`src/rtl/instr_encoder.sv`:
```
// instr_encoder: RV32I instruction encoder with an output FIFO.
//
// Requests (format, ALU op / branch condition, register indices, full
// immediate) are encoded combinationally and pushed into a DEPTH-entry FIFO
// on the same cycle they are accepted. Illegal requests are accepted and
// dropped. Each one raises err_o for one cycle and bumps a saturating 8-bit
// counter.
//
// Ports:
//   clk          in   clock, all state on the rising edge
//   rst          in   synchronous active-high reset
//   in_valid_i   in   encode request valid
//   in_ready_o   out  request can be accepted (FIFO not full)
//   fmt_i        in   0=R 1=I 2=LUI 3=AUIPC 4=B, 5-7 illegal
//   alu_op_i     in   ALU operation for R/I formats
//   br_funct3_i  in   branch condition for B format
//   rs1_i/rs2_i/rd_i in register indices
//   imm_i        in   full 32-bit immediate as a decoder would produce it
//   instr_o      out  encoded word at the FIFO head (0 after reset)
//   out_valid_o  out  FIFO non-empty
//   out_ready_i  in   consumer takes instr_o
//   err_o        out  one-cycle pulse after an illegal request is accepted
//   err_cnt_o    out  saturating count of illegal requests

package instr_encoder_pkg;
    typedef enum logic [3:0] {
        ALU_ADD  = 4'd0,
        ALU_SUB  = 4'd1,
        ALU_SLL  = 4'd2,
        ALU_SLT  = 4'd3,
        ALU_SLTU = 4'd4,
        ALU_XOR  = 4'd5,
        ALU_SRL  = 4'd6,
        ALU_SRA  = 4'd7,
        ALU_OR   = 4'd8,
        ALU_AND  = 4'd9
    } alu_opcode_e;
endpackage

module instr_encoder
    import instr_encoder_pkg::*;
#(
    parameter int DEPTH = 4
) (
    input  logic        clk,
    input  logic        rst,
    input  logic        in_valid_i,
    output logic        in_ready_o,
    input  logic [2:0]  fmt_i,
    input  alu_opcode_e alu_op_i,
    input  logic [2:0]  br_funct3_i,
    input  logic [4:0]  rs1_i,
    input  logic [4:0]  rs2_i,
    input  logic [4:0]  rd_i,
    input  logic [31:0] imm_i,
    output logic [31:0] instr_o,
    output logic        out_valid_o,
    input  logic        out_ready_i,
    output logic        err_o,
    output logic [7:0]  err_cnt_o
);

    localparam int PTR_W = (DEPTH > 1) ? $clog2(DEPTH) : 1;
    localparam int CNT_W = $clog2(DEPTH + 1);
    localparam logic [CNT_W-1:0] FULL_CNT = CNT_W'(DEPTH);

    localparam logic [6:0] OPC_OP     = 7'b0110011;
    localparam logic [6:0] OPC_OP_IMM = 7'b0010011;
    localparam logic [6:0] OPC_LUI    = 7'b0110111;
    localparam logic [6:0] OPC_AUIPC  = 7'b0010111;
    localparam logic [6:0] OPC_BRANCH = 7'b1100011;

    // ------------------------------------------------------------------
    // Combinational encoder
    // ------------------------------------------------------------------
    logic [2:0]  alu_f3;
    logic [6:0]  alu_f7;
    logic        op_bad;
    logic        op_shift;
    logic [31:0] enc_word;
    logic        illegal;

    always_comb begin
        alu_f3   = 3'b000;
        alu_f7   = 7'b0000000;
        op_bad   = 1'b0;
        op_shift = 1'b0;
        case (alu_op_i)
            ALU_ADD:  alu_f3 = 3'b000;
            ALU_SUB: begin
                alu_f3 = 3'b000;
                alu_f7 = 7'b0100000;
            end
            ALU_SLL: begin
                alu_f3   = 3'b001;
                op_shift = 1'b1;
            end
            ALU_SLT:  alu_f3 = 3'b010;
            ALU_SLTU: alu_f3 = 3'b011;
            ALU_XOR:  alu_f3 = 3'b100;
            ALU_SRL: begin
                alu_f3   = 3'b101;
                op_shift = 1'b1;
            end
            ALU_SRA: begin
                alu_f3   = 3'b101;
                alu_f7   = 7'b0100000;
                op_shift = 1'b1;
            end
            ALU_OR:   alu_f3 = 3'b110;
            ALU_AND:  alu_f3 = 3'b111;
            default:  op_bad = 1'b1;
        endcase
    end

    always_comb begin
        enc_word = 32'd0;
        illegal  = 1'b0;
        case (fmt_i)
            3'd0: begin
                enc_word = {alu_f7, rs2_i, rs1_i, alu_f3, rd_i, OPC_OP};
                illegal  = op_bad;
            end
            3'd1: begin
                if (op_shift) begin
                    // Shift amount lives in the rs2 slot; only SRA sets funct7.
                    enc_word = {alu_f7, imm_i[4:0], rs1_i, alu_f3, rd_i, OPC_OP_IMM};
                    illegal  = op_bad || (imm_i[31:5] != 27'd0);
                end else begin
                    enc_word = {imm_i[11:0], rs1_i, alu_f3, rd_i, OPC_OP_IMM};
                    // Value must be a sign-extended 12-bit quantity.
                    illegal  = op_bad || (alu_op_i == ALU_SUB) ||
                               !((imm_i[31:11] == 21'd0) || (imm_i[31:11] == {21{1'b1}}));
                end
            end
            3'd2: begin
                enc_word = {imm_i[31:12], rd_i, OPC_LUI};
                illegal  = (imm_i[11:0] != 12'd0);
            end
            3'd3: begin
                enc_word = {imm_i[31:12], rd_i, OPC_AUIPC};
                illegal  = (imm_i[11:0] != 12'd0);
            end
            3'd4: begin
                enc_word = {imm_i[12], imm_i[10:5], rs2_i, rs1_i, br_funct3_i,
                            imm_i[4:1], imm_i[11], OPC_BRANCH};
                // Even offset, sign-extended 13-bit range, valid condition.
                illegal  = imm_i[0] ||
                           !((imm_i[31:12] == 20'd0) || (imm_i[31:12] == {20{1'b1}})) ||
                           (br_funct3_i == 3'b010) || (br_funct3_i == 3'b011);
            end
            default: illegal = 1'b1;
        endcase
    end

    // ------------------------------------------------------------------
    // Output FIFO
    // ------------------------------------------------------------------
    logic [31:0]      mem [DEPTH];
    logic [PTR_W-1:0] wr_ptr_reg;
    logic [PTR_W-1:0] rd_ptr_reg;
    logic [CNT_W-1:0] count_reg;
    logic [31:0]      head_reg;
    logic             err_reg;
    logic [7:0]       err_cnt_reg;

    logic             accept;
    logic             push;
    logic             pop;
    logic [PTR_W-1:0] rd_ptr_next;
    logic [CNT_W-1:0] count_next;
    logic [31:0]      head_next;

    assign in_ready_o  = (count_reg != FULL_CNT);
    assign out_valid_o = (count_reg != '0);
    assign accept      = in_valid_i && in_ready_o;
    assign push        = accept && !illegal;
    assign pop         = out_valid_o && out_ready_i;

    always_comb begin
        rd_ptr_next = pop ? rd_ptr_reg + 1'b1 : rd_ptr_reg;
        count_next  = count_reg + CNT_W'(push) - CNT_W'(pop);
        // The head after this edge is either an entry already stored or,
        // when the FIFO is otherwise empty, the word being pushed right now.
        if (push && (wr_ptr_reg == rd_ptr_next)) begin
            head_next = enc_word;
        end else begin
            head_next = mem[rd_ptr_next];
        end
    end

    // Storage array: no reset so it maps onto RAM.
    always_ff @(posedge clk) begin
        if (push) begin
            mem[wr_ptr_reg] <= enc_word;
        end
    end

    always_ff @(posedge clk) begin
        if (rst) begin
            wr_ptr_reg  <= '0;
            rd_ptr_reg  <= '0;
            count_reg   <= '0;
            head_reg    <= 32'd0;
            err_reg     <= 1'b0;
            err_cnt_reg <= 8'd0;
        end else begin
            if (push) begin
                wr_ptr_reg <= wr_ptr_reg + 1'b1;
            end
            rd_ptr_reg <= rd_ptr_next;
            count_reg  <= count_next;
            // Head register holds its last value once the FIFO drains.
            if (count_next != '0) begin
                head_reg <= head_next;
            end
            err_reg <= accept && illegal;
            if (accept && illegal && (err_cnt_reg != 8'hFF)) begin
                err_cnt_reg <= err_cnt_reg + 8'd1;
            end
        end
    end

    assign instr_o   = head_reg;
    assign err_o     = err_reg;
    assign err_cnt_o = err_cnt_reg;

endmodule
```
`config.mk`:
```
export PLATFORM = sky130hd
export DESIGN_NAME = instr_encoder
export DESIGN_NICKNAME = d
export VERILOG_FILES = /design/src/rtl/instr_encoder.sv
export SDC_FILE = /design/constraint.sdc
export NUM_CORES = 1
export LEC_CHECK = 0
export CORE_ASPECT_RATIO = 1.2
export CORE_MARGIN = 2
export CORE_UTILIZATION = 30
export DETAILED_ROUTE_END_ITERATION = 8
export HOLD_SLACK_MARGIN = 0.06
export SLEW_MARGIN = 20
export SYNTH_ARGS = -nofsm -noshare
export SYNTH_HDL_FRONTEND = slang
export SYNTH_SLANG_ARGS = --single-unit
```
`constraint.sdc`:
```
create_clock -name clk -period 6.8 [get_ports clk]
set_input_delay 1.36 -clock clk [delete_from_list [all_inputs] [get_ports clk]]
set_output_delay 1.36 -clock clk [all_outputs]
set_load 0.02 [all_outputs]
```
==> flow_summary.toml <==
[yosys]
syn-cell-area_sq_um = 7260
async_flop_share = 0
synth_top_area_share = 0.496
seq_area_frac_synth = 0.623
synth_edf_count = 120
syn_nets = 594
synth_area_leaders = "edfxtp_1 (50%), dfxtp_1 (13%), mux4_2 (9.3%)"
ys_ff_latch = 166
yosys-top-cells-count = "edfxtp_1 (120), nor2_1 (47), dfxtp_1 (46)"
synthDistinctLibCells = 54
synth_most_common_cell = "edfxtp_1"
synth_ff_type = "edfxtp_1"
yosysTopAreaCell = "edfxtp_1"
ys.warnings.count = 0
avgSynthCellArea_sq_um = 13.8
synthCells = 525

[timing]
tightest_slew_ns = 0.711
fin_setup_tns_ns = 0
min_period_ns = 5.70
clock_skew_ns = 0.0114
finalCritPeriodShare = 0.838
rsz0062_at_grt = "false"
hold_violations = 0
setup_violations = 0
worst_slack_ns = 1.10
slew_violations = 0
max-slew-margin-rel = 0.521
fin_hold_ws_ns = 0.497
clock.fmax_mhz = 175

[clock_tree]
h-tree-depth = 4
clock_sinks = 166
clkLatencyLatePin_ns = 0.43
post_cts_resized = 0
cts_made_buffers = 17
cts_setup_buffers = 0
clockRootBuffer = "clkbuf_16"
clk_pin_slew_worst_paths_ns = 0.06
cts_hold_buf = 0
clockBufferDepth = 2
cts_tree = "done"

[detailed_routing]
drt_iter0_markers = 312
viasPerCell = 5.10
drt-total-wl_um = 18100
wl_per_cell_um = 18.9
vias = 4877
post-route-drc-count = 0
ant_nets = 0
firstDrtPassIters = 7

[worst_setup_path]
cp_max_fo = 60
cp-start-kind = "primary input"
crit_path_start = "imm_i[28]"
r2r_slack_ns = 3.37
rr_worst_depth = 16
worstSetupPathType = "primary input to register"
rr_startpoint = "count_reg[1]$_SDFF_PP0_"
end_kind = "register"
r2r-end = "instr_o[4]$_SDFFE_PP0P_"
crit_required_ns = 7.14
cp_data_arrival_time_ns = 6.04

[job]
cap_violations = 0

[floorplan]
ios = 104
core_area_sq_um = 23900
fp.dieArea_sq_um = 25500
start_util = 0.304
fp.dieW_um = 146
fp-row-count = 62
dieHeight_um = 174

[global_routing]
grt_usage = 0.144
use_met3 = 0.0328
met2_usage = 0.248
grt_remaining_overflow = 0
use_met1 = 0.180
busiest_layer = "met2"
grt_pass1_vias = 4945
antenna_found_initial = 0
grt_pass1_wl_um = 28000
grt_max_degree = 61

[finish]
largest_reg_flops = 120
top_register = "mem"
nets = 692
layout-drive-gt1-share = 0.129
n_antenna_cell = 0
multi_input_area_sq_um = 2570
final_area_sq_um = 9260
post-route-util = 0.388
nFillCells = 2290
final-seq-area_sq_um = 4520
areaGrowthSynthToFinish_pct = 27.6

[placement]
globalplace.congestion = 0.769
port-buffer-count = 102
dp_slack_ns = 0.650
dp_hpwl_um = 12200
place_area_sq_um = 8630

[pwr]
p_per_area_nw_per_um2 = 391
peakVddDrop_mv = 0.312
leakage_uw = 0.00328

[min_path]
hold_path_class = "register to register"
min_path_cells = 2
hp-start = "instr_o[29]$_SDFFE_PP0P_"
holdPathEnd = "instr_o[29]$_SDFFE_PP0P_"

[outcome]
status = "completed"
cells in the final DEF (no fill, tap or decap), drive strengths merged, types with 7 or more instances in the layout:
cell	instances
buf	12
nand3	11
a21oi	22
inv	13
dfxtp	46
nand2	25
clkbuf	19
nor2	47
ha	7
mux4	30
o21ai	16
nor2b	10
edfxtp	120
mux2i	29
a22o	11
a211oi	29
clkdlybuf4s50	102
nor4	9
layer usage:
metal / vias up / routed length [um]
met5: - / 0
met4: 0 / 253
met3: 20 / 930
met2: 167 / 9080
met1: 2440 / 7810
li1: 2250 / -
metrics by stage:
step,instances,total power [uW]
finish,956,3620
global route,956,3820
CTS,956,3670
detailed placement,924,2670
global placement,924,2640
floorplan,525,2240
worst max-delay path, cell delays in order:
cell and delay [ns]:
clkdlybuf4s50_1 0.47, nor4_1 0.53, nand3_1 0.19, o311ai_1 0.63
nand3_1 0.23, nor2_1 0.28, inv_1 0.14, ha_1 0.31
inv_1 0.05, ha_1 0.13, inv_1 0.05, fa_1 0.38
xor2_1 0.16, xnor2_1 0.14, nand3b_1 0.09, buf_4 0.53
nor2_1 0.11, a311oi_2 0.25
cell families after synthesis:
family | after synthesis | synth area share
AOI/OAI and AO/OA | 101 | 0.0960
xor gates and xnor gates | 6 | 0.00724
adders and majority gates | 8 | 0.0148
buffers and inverters | 44 | 0.0262
DFF | 166 | 0.623
muxes | 59 | 0.133
other | 1 | 0.000517
and+or+nand+nor | 140 | 0.0988
worst max path at each step:
stage                              end  depth (start not counted)
2_1_floorplan  instr_o[4]$_SDFFE_PP0P_                         18
3_3_place_gp   instr_o[4]$_SDFFE_PP0P_                         18
3_5_place_dp   instr_o[4]$_SDFFE_PP0P_                         18
4_1_cts        instr_o[4]$_SDFFE_PP0P_                         18
5_1_grt        instr_o[7]$_SDFFE_PP0P_                         18
6_report       instr_o[4]$_SDFFE_PP0P_                         18
power by group:
group,switching [uW],internal (uW)
clock network,398,593
logic,731,622
registers,71.6,1200
layout make-up:
| type | instances | share of cell area |
|---|---|---|
| inverter | 9 | 0.00365 |
| clock inverter | 13 | 0.0185 |
| tap | 320 | 0.0432 |
| clock buffer | 19 | 0.0478 |
| sequential | 166 | 0.489 |
| multi-input combinational | 315 | 0.278 |
| timing repair buffer | 114 | 0.120 |
Note: power is estimated with default switching activity, not from simulation.
